File: config.mk
export PLATFORM = sky130hd
export DESIGN_NAME = rv_fetch_stage
export DESIGN_NICKNAME = d
export VERILOG_FILES = /design/src/rtl/rv_pkg.sv /design/src/rtl/rv_fetch_stage_fetch_buffer.sv /design/src/rtl/rv_fetch_stage.sv
export SDC_FILE = /design/constraint.sdc
export NUM_CORES = 1
export LEC_CHECK = 0
export ABC_AREA = 1
export CORE_MARGIN = 2
export CORE_UTILIZATION = 56
export CTS_BUF_LIST = sky130_fd_sc_hd__clkbuf_16
export CTS_CLUSTER_DIAMETER = 40
export DETAILED_ROUTE_END_ITERATION = 8
export PLACE_DENSITY = 0.93
export SLEW_MARGIN = 20
export SYNTH_ARGS = -nofsm -noshare
export SYNTH_HDL_FRONTEND = slang
export SYNTH_SLANG_ARGS = --single-unit
File: constraint.sdc
create_clock -name clock -period 15.2 [get_ports clock]
set_clock_uncertainty 0.1 [all_clocks]
set_input_delay 3.04 -clock clock [delete_from_list [all_inputs] [get_ports clock]]
set_output_delay 3.04 -clock clock [all_outputs]
set_load 0.05 [all_outputs]
File: src/rtl/rv_pkg.sv
// rv_pkg: types and constants shared by the RV32IM soft processor blocks.
//   XLEN          - architectural register / PC width
//   NOP_INSTR     - canonical NOP (addi x0, x0, 0)
//   fetch_state_t - fetch-stage control states
//   fetch_entry_t - one fetched instruction with its PC
package rv_pkg;

    localparam int XLEN = 32;
    localparam logic [XLEN-1:0] NOP_INSTR = 32'h0000_0013;

    typedef enum logic [1:0] {
        BOOT = 2'd0,
        RUN  = 2'd1,
        HALT = 2'd2
    } fetch_state_t;

    typedef struct packed {
        logic [XLEN-1:0] pc;
        logic [XLEN-1:0] instr;
    } fetch_entry_t;

endpackage

File: src/rtl/rv_fetch_stage_fetch_buffer.sv
// fetch_buffer: 2-entry {pc, instr} FIFO absorbing the BRAM read latency.
//   clock, reset : clock / async active-high reset (storage cleared to zero)
//   push, wdata  : write an entry at the tail
//   pop          : drop the head entry (same-cycle push and pop allowed)
//   flush        : discard everything; wins over push and pop
//   count        : occupancy 0..2
//   head         : oldest entry (zero after reset)
module fetch_buffer
    import rv_pkg::*;
(
    input  logic         clock,
    input  logic         reset,
    input  logic         push,
    input  logic         pop,
    input  logic         flush,
    input  fetch_entry_t wdata,
    output logic [1:0]   count,
    output fetch_entry_t head
);

    fetch_entry_t ent [2];
    logic         wr_ptr;
    logic         rd_ptr;

    assign head = ent[rd_ptr];

    always_ff @(posedge clock or posedge reset) begin
        if (reset) begin
            ent[0] <= '0;
            ent[1] <= '0;
            wr_ptr <= 1'b0;
            rd_ptr <= 1'b0;
            count  <= 2'd0;
        end else if (flush) begin
            wr_ptr <= 1'b0;
            rd_ptr <= 1'b0;
            count  <= 2'd0;
        end else begin
            if (push) begin
                ent[wr_ptr] <= wdata;
                wr_ptr      <= ~wr_ptr;
            end
            if (pop)
                rd_ptr <= ~rd_ptr;
            count <= count + {1'b0, push} - {1'b0, pop};
        end
    end

endmodule

File: src/rtl/rv_fetch_stage.sv
// rv_fetch_stage: instruction fetch for the RV32IM core.
// Keeps the PC, issues at most one BRAM read per cycle, parks returning
// words in a 2-entry buffer and hands them to decode under valid/ready.
// Redirects flush the buffer; a misaligned target halts fetch with fault.
//   clock, reset              : clock / async active-high reset
//   mem_addr, mem_en          : BRAM word address and read enable
//   mem_rdata                 : BRAM data, one cycle after the issue
//   redirect_valid/_pc        : flush and restart at redirect_pc
//   out_valid/_ready          : decode handshake
//   out_pc, out_instr         : presented instruction
//   fault                     : halted on misaligned redirect
module rv_fetch_stage
    import rv_pkg::*;
#(
    parameter logic [XLEN-1:0] RESET_PC   = 32'h0000_0000,
    parameter int              ADDR_WIDTH = 10
) (
    input  logic                  clock,
    input  logic                  reset,
    output logic [ADDR_WIDTH-1:0] mem_addr,
    output logic                  mem_en,
    input  logic [XLEN-1:0]       mem_rdata,
    input  logic                  redirect_valid,
    input  logic [XLEN-1:0]       redirect_pc,
    output logic                  out_valid,
    input  logic                  out_ready,
    output logic [XLEN-1:0]       out_pc,
    output logic [XLEN-1:0]       out_instr,
    output logic                  fault
);

    fetch_state_t    state, state_nxt;
    logic [XLEN-1:0] pc;
    logic [XLEN-1:0] req_pc;     // PC of the read currently in flight
    logic            inflight;
    logic            req_epoch;  // epoch the in-flight read was issued under
    logic            epoch;
    logic [1:0]      count;
    logic [2:0]      occ_after;
    logic            fire;
    logic            resp_live;
    logic            redir_ok;
    logic            issue;
    fetch_entry_t    wr_entry;
    fetch_entry_t    head;

    assign fire     = out_valid & out_ready;
    assign redir_ok = redirect_pc[1:0] == 2'b00;

    // A response is kept only if no flush happened since it was issued:
    // a redirect this cycle kills it directly, an older one via the epoch.
    assign resp_live = inflight & (req_epoch == epoch) & ~redirect_valid;

    // Occupancy once this cycle settles; issuing is safe while that leaves
    // room for the word that will return next cycle.
    assign occ_after = {1'b0, count} + {2'b00, resp_live} - {2'b00, fire};
    assign issue     = (state == RUN) & ~redirect_valid & (occ_after < 3'd2);

    assign mem_en   = issue;
    assign mem_addr = pc[ADDR_WIDTH+1:2];

    always_comb begin
        state_nxt = state;
        if (state == BOOT)
            state_nxt = RUN;
        if (redirect_valid)
            state_nxt = redir_ok ? RUN : HALT;
    end

    always_ff @(posedge clock or posedge reset) begin
        if (reset) begin
            state     <= BOOT;
            pc        <= RESET_PC;
            req_pc    <= '0;
            inflight  <= 1'b0;
            req_epoch <= 1'b0;
            epoch     <= 1'b0;
        end else begin
            state    <= state_nxt;
            inflight <= issue;
            if (issue) begin
                req_pc    <= pc;
                req_epoch <= epoch;
                pc        <= pc + 32'd4;
            end
            if (redirect_valid) begin
                epoch <= ~epoch;
                if (redir_ok)
                    pc <= redirect_pc;
            end
        end
    end

    assign wr_entry = '{pc: req_pc, instr: mem_rdata};

    fetch_buffer u_buf (
        .clock (clock),
        .reset (reset),
        .push  (resp_live),
        .pop   (fire),
        .flush (redirect_valid),
        .wdata (wr_entry),
        .count (count),
        .head  (head)
    );

    // The buffer is flushed on entry to HALT and nothing is issued there,
    // so an empty buffer already covers out_valid in HALT.
    assign out_valid = count != 2'd0;
    assign out_pc    = head.pc;
    assign out_instr = head.instr;
    assign fault     = state == HALT;

endmodule

==> metrics.md <==
| Metric | Value |
|---|---|
| Status | `finished clean` |
| Post-synthesis average cell area | `7.996 um2` |
| Slowest CP cell | `clkdlybuf4s50_1` |
| Top Family by Delay on Critical Path | `buffers and inverters` |
| Largest net degree at the start of global routing | `125` |
| Io pins | `145` |
| Die height | `132.5 um` |
| CTS Buffer Depth | `3` |
| CTS sink cnt | `201` |
| N_diodes | `0` |
| Dpl hpwl | `13860 um` |
| Initial DRC count | `494` |
| Post-Syn Area | `9251 um2` |
| Setup CP Type | `input pin to output port` |
| Netlist cell types | `33` |
| Max Fanout on Critical Path | `20` |
| CP arrival | `6.27 ns` |
| Layout Nets | `1339` |
| Slew of the pin with the lowest slew margin | `0.9600 ns` |
| Initial core utilization | `0.5782` |
| RSZ-0062 raised after global routing | `no` |
| Total CTS buffers | `24` |
| Synth Warn # | `0` |
| Row count | `46` |
| Worst skew pair latency | `0.50 ns` |
| Post-CTS resize count | `0` |
| Fillcell total | `1177` |
| Post-Synthesis Cells | `1157` |
| Max cap viols | `0` |
| Synth-to-Final Area Change | `24.95%` |
| WP buf/inv | `4` |
| Hold Fails Final Rpt | `0` |
| TritonCTS clock tree | `built` |
| Total Routed Length | `21450 um` |
| Gr usage total | `0.2464` |
| Pwr/cell area | `192.2 nW/um2` |
| # DRC | `0` |
| Initial antenna violation count | `0` |
| Root buf cell | `clkbuf_16` |
| Register area share after synthesis | `0.5437` |
| Highest clock rate | `106.2 MHz` |
| Share of cells above drive strength 1 | `0.05681` |
| Worst slew margin | `0.3600` |
| Clk slew on worst S/H paths | `0.06 ns` |
| Worst EP required | `12.06 ns` |
| Dominant cell type by area after synthesis | `dfrtp_1` |
| Post-route ant nets | `0` |
| Crit path time final | `9.412 ns` |
| GP Congestion | `0.9197` |
| Syn_nets | `1229` |
| Via density | `5.199` |
| Die area | `17560 um2` |
| First-pass GRT wire length | `36120 um` |
| Number of hold buffers added after CTS | `0` |
| Number of port buffers | `144` |
| Total Power | `2.222 mW` |
| Worst-path cell chain | `clkdlybuf4s50_1 -> nor2_2 -> ha_1 -> inv_1 -> fa_1 -> nand2_1 -> inv_1 -> nand2_1 -> nor2_4 -> clkdlybuf4s50_1` |
| Vias in the first global route | `7547` |
| Dominant cells by area after synthesis | `dfrtp_1 54%, nand2_1 19%, o21ai_1 6.0%, inv_1 4.7%, o21ai_0 3.3%` |
| DR pass1 iterations | `5` |
| Chip width | `132.5 um` |
| Flops & latches, synth | `201` |
| Final setup vio count | `0` |
| Slew Viols, Final | `0` |
| Core area | `16000 um2` |
| Worst path max stage delay | `0.89 ns` |
| Setup TNS | `0 ns` |
| Worst VDD drop | `0.1061 mV` |
| Routed length per instance | `14.29 um` |
| CP Capture Type | `output port` |
| Routed vias | `7804` |
| HP Class | `flop to flop` |
| Ratio of final minimum period to clock period | `0.6192` |
| Post-synth top area share | `0.5437` |
| Leak | `5.759 nW` |
| Startpoint types | `input pin` |
| GRT Residual Overflow | `0` |
| H-tree levels | `1` |
| Postcts setup bufs | `0` |
[layer usage]
metal | up-vias | track usage | wire length [um]
li1 | 3829 | - | -
met1 | 3692 | 0.3485 | 9596
met2 | 249 | 0.4062 | 10390
met3 | 34 | 0.03525 | 1118
met4 | 0 | 0.05974 | 351
met5 | - | 0 | 0
[worst paths after layout]
check                                from             to  slack [ns]  cells past startpoint
max reg2reg                u_buf.count[1]         pc[26]       11.80                     18
min in group asynchronous           reset  u_buf.ent[86]        3.02                      2
min                         u_buf.ent[27]  u_buf.ent[27]        0.39                      2
min reg2reg                 u_buf.ent[27]  u_buf.ent[27]        0.39                      2
max                        redirect_valid         mem_en        5.79                     10
max in group asynchronous           reset   u_buf.rd_ptr       10.43                      3
[registers in the layout, indices dropped and copies added (netlist names)]
name,cells
epoch,1
inflight,1
pc,32
req_epoch,1
req_pc,32
state,2
u_buf.count,2
u_buf.ent,128
u_buf.rd_ptr,1
u_buf.wr_ptr,1
[where the power goes]
part | internal (mW) | switching, mW | total (mW)
clock network | 0.386 | 0.223 | 0.608
registers | 0.670 | 0.0867 | 0.757
logic | 0.271 | 0.586 | 0.857
[final cells by class]
type	instances	area (um2)	share of cell area
clock buffers	25	625.6	0.05412
clock inverters	19	236.5	0.02046
inverters	118	450.4	0.03897
multi-input cells	772	3460	0.2993
flip-flops and latches	201	5031	0.4352
well taps	216	270.3	0.02338
repair buffers	150	1486	0.1286
[cells by family after synthesis]
| kind of cell | after synthesis | share of synthesized area |
|---|---|---|
| xor+xnor | 11 | 0.01041 |
| buf+inv | 184 | 0.08399 |
| flops | 201 | 0.5437 |
| fa+ha+maj | 4 | 0.006222 |
| compound gates | 192 | 0.1054 |
| simple gates | 565 | 0.2503 |
[tightest hold or removal path: cells and delay by family, from the launching register on]
| kind | cells | cell delay [ns] |
|---|---|---|
| AOI/OAI and AO/OA | 1 | 0.06 |
| DFF | 1 | 0.34 |
| and+or+nand+nor | 1 | 0.05 |
[synthesized netlist by cell type]
master    instances
nor2_2            8
nor3_1            6
nor4_1            1
buf_2            33
nor2_8            2
nor3_2            1
dfrtp_1         201
nand3b_1          1
inv_2             1
a21oi_1          11
nand2_4           3
fa_1              1
inv_1           116
clkbuf_1         18
buf_4            10
o22ai_1           1
nand2_1         459
a31oi_1           8
o21ai_1         110
clkinv_1          1
o211ai_1          1
nor3_4            1
xnor2_1           2
o21ai_0          61
xor2_1            9
ha_1              3
buf_1             4
buf_6             1
nor2_4            4
nand3_1          22
nor2_1           45
nand2_2           3
nand4_1           9
[placed cells by master (no fill, tap or decap), types with 11 or more instances in the layout]
cell type,n
nand2_1,457
dfrtp_1,200
nor2_1,45
o21ai_0,61
inv_1,119
a21oi_1,11
nand3_1,22
clkbuf_16,25
o21ai_1,110
clkdlybuf4s50_1,144
[through the flow]
step	instance area, um2	setup WS [ns]	hold slack, ns	instances	util
after floorplan	9251	6.578	0.3529	1157	-
after global placement	10700	5.895	0.3650	1457	0.6686
after detailed placement	10700	5.831	0.3731	1457	0.6686
after CTS	11560	5.805	0.3875	1501	0.7225
after global routing	11560	5.655	0.3990	1501	0.7225
final	11560	5.788	0.3875	1501	0.7225
No activity file was read; power rests on OpenSTA's default activity.
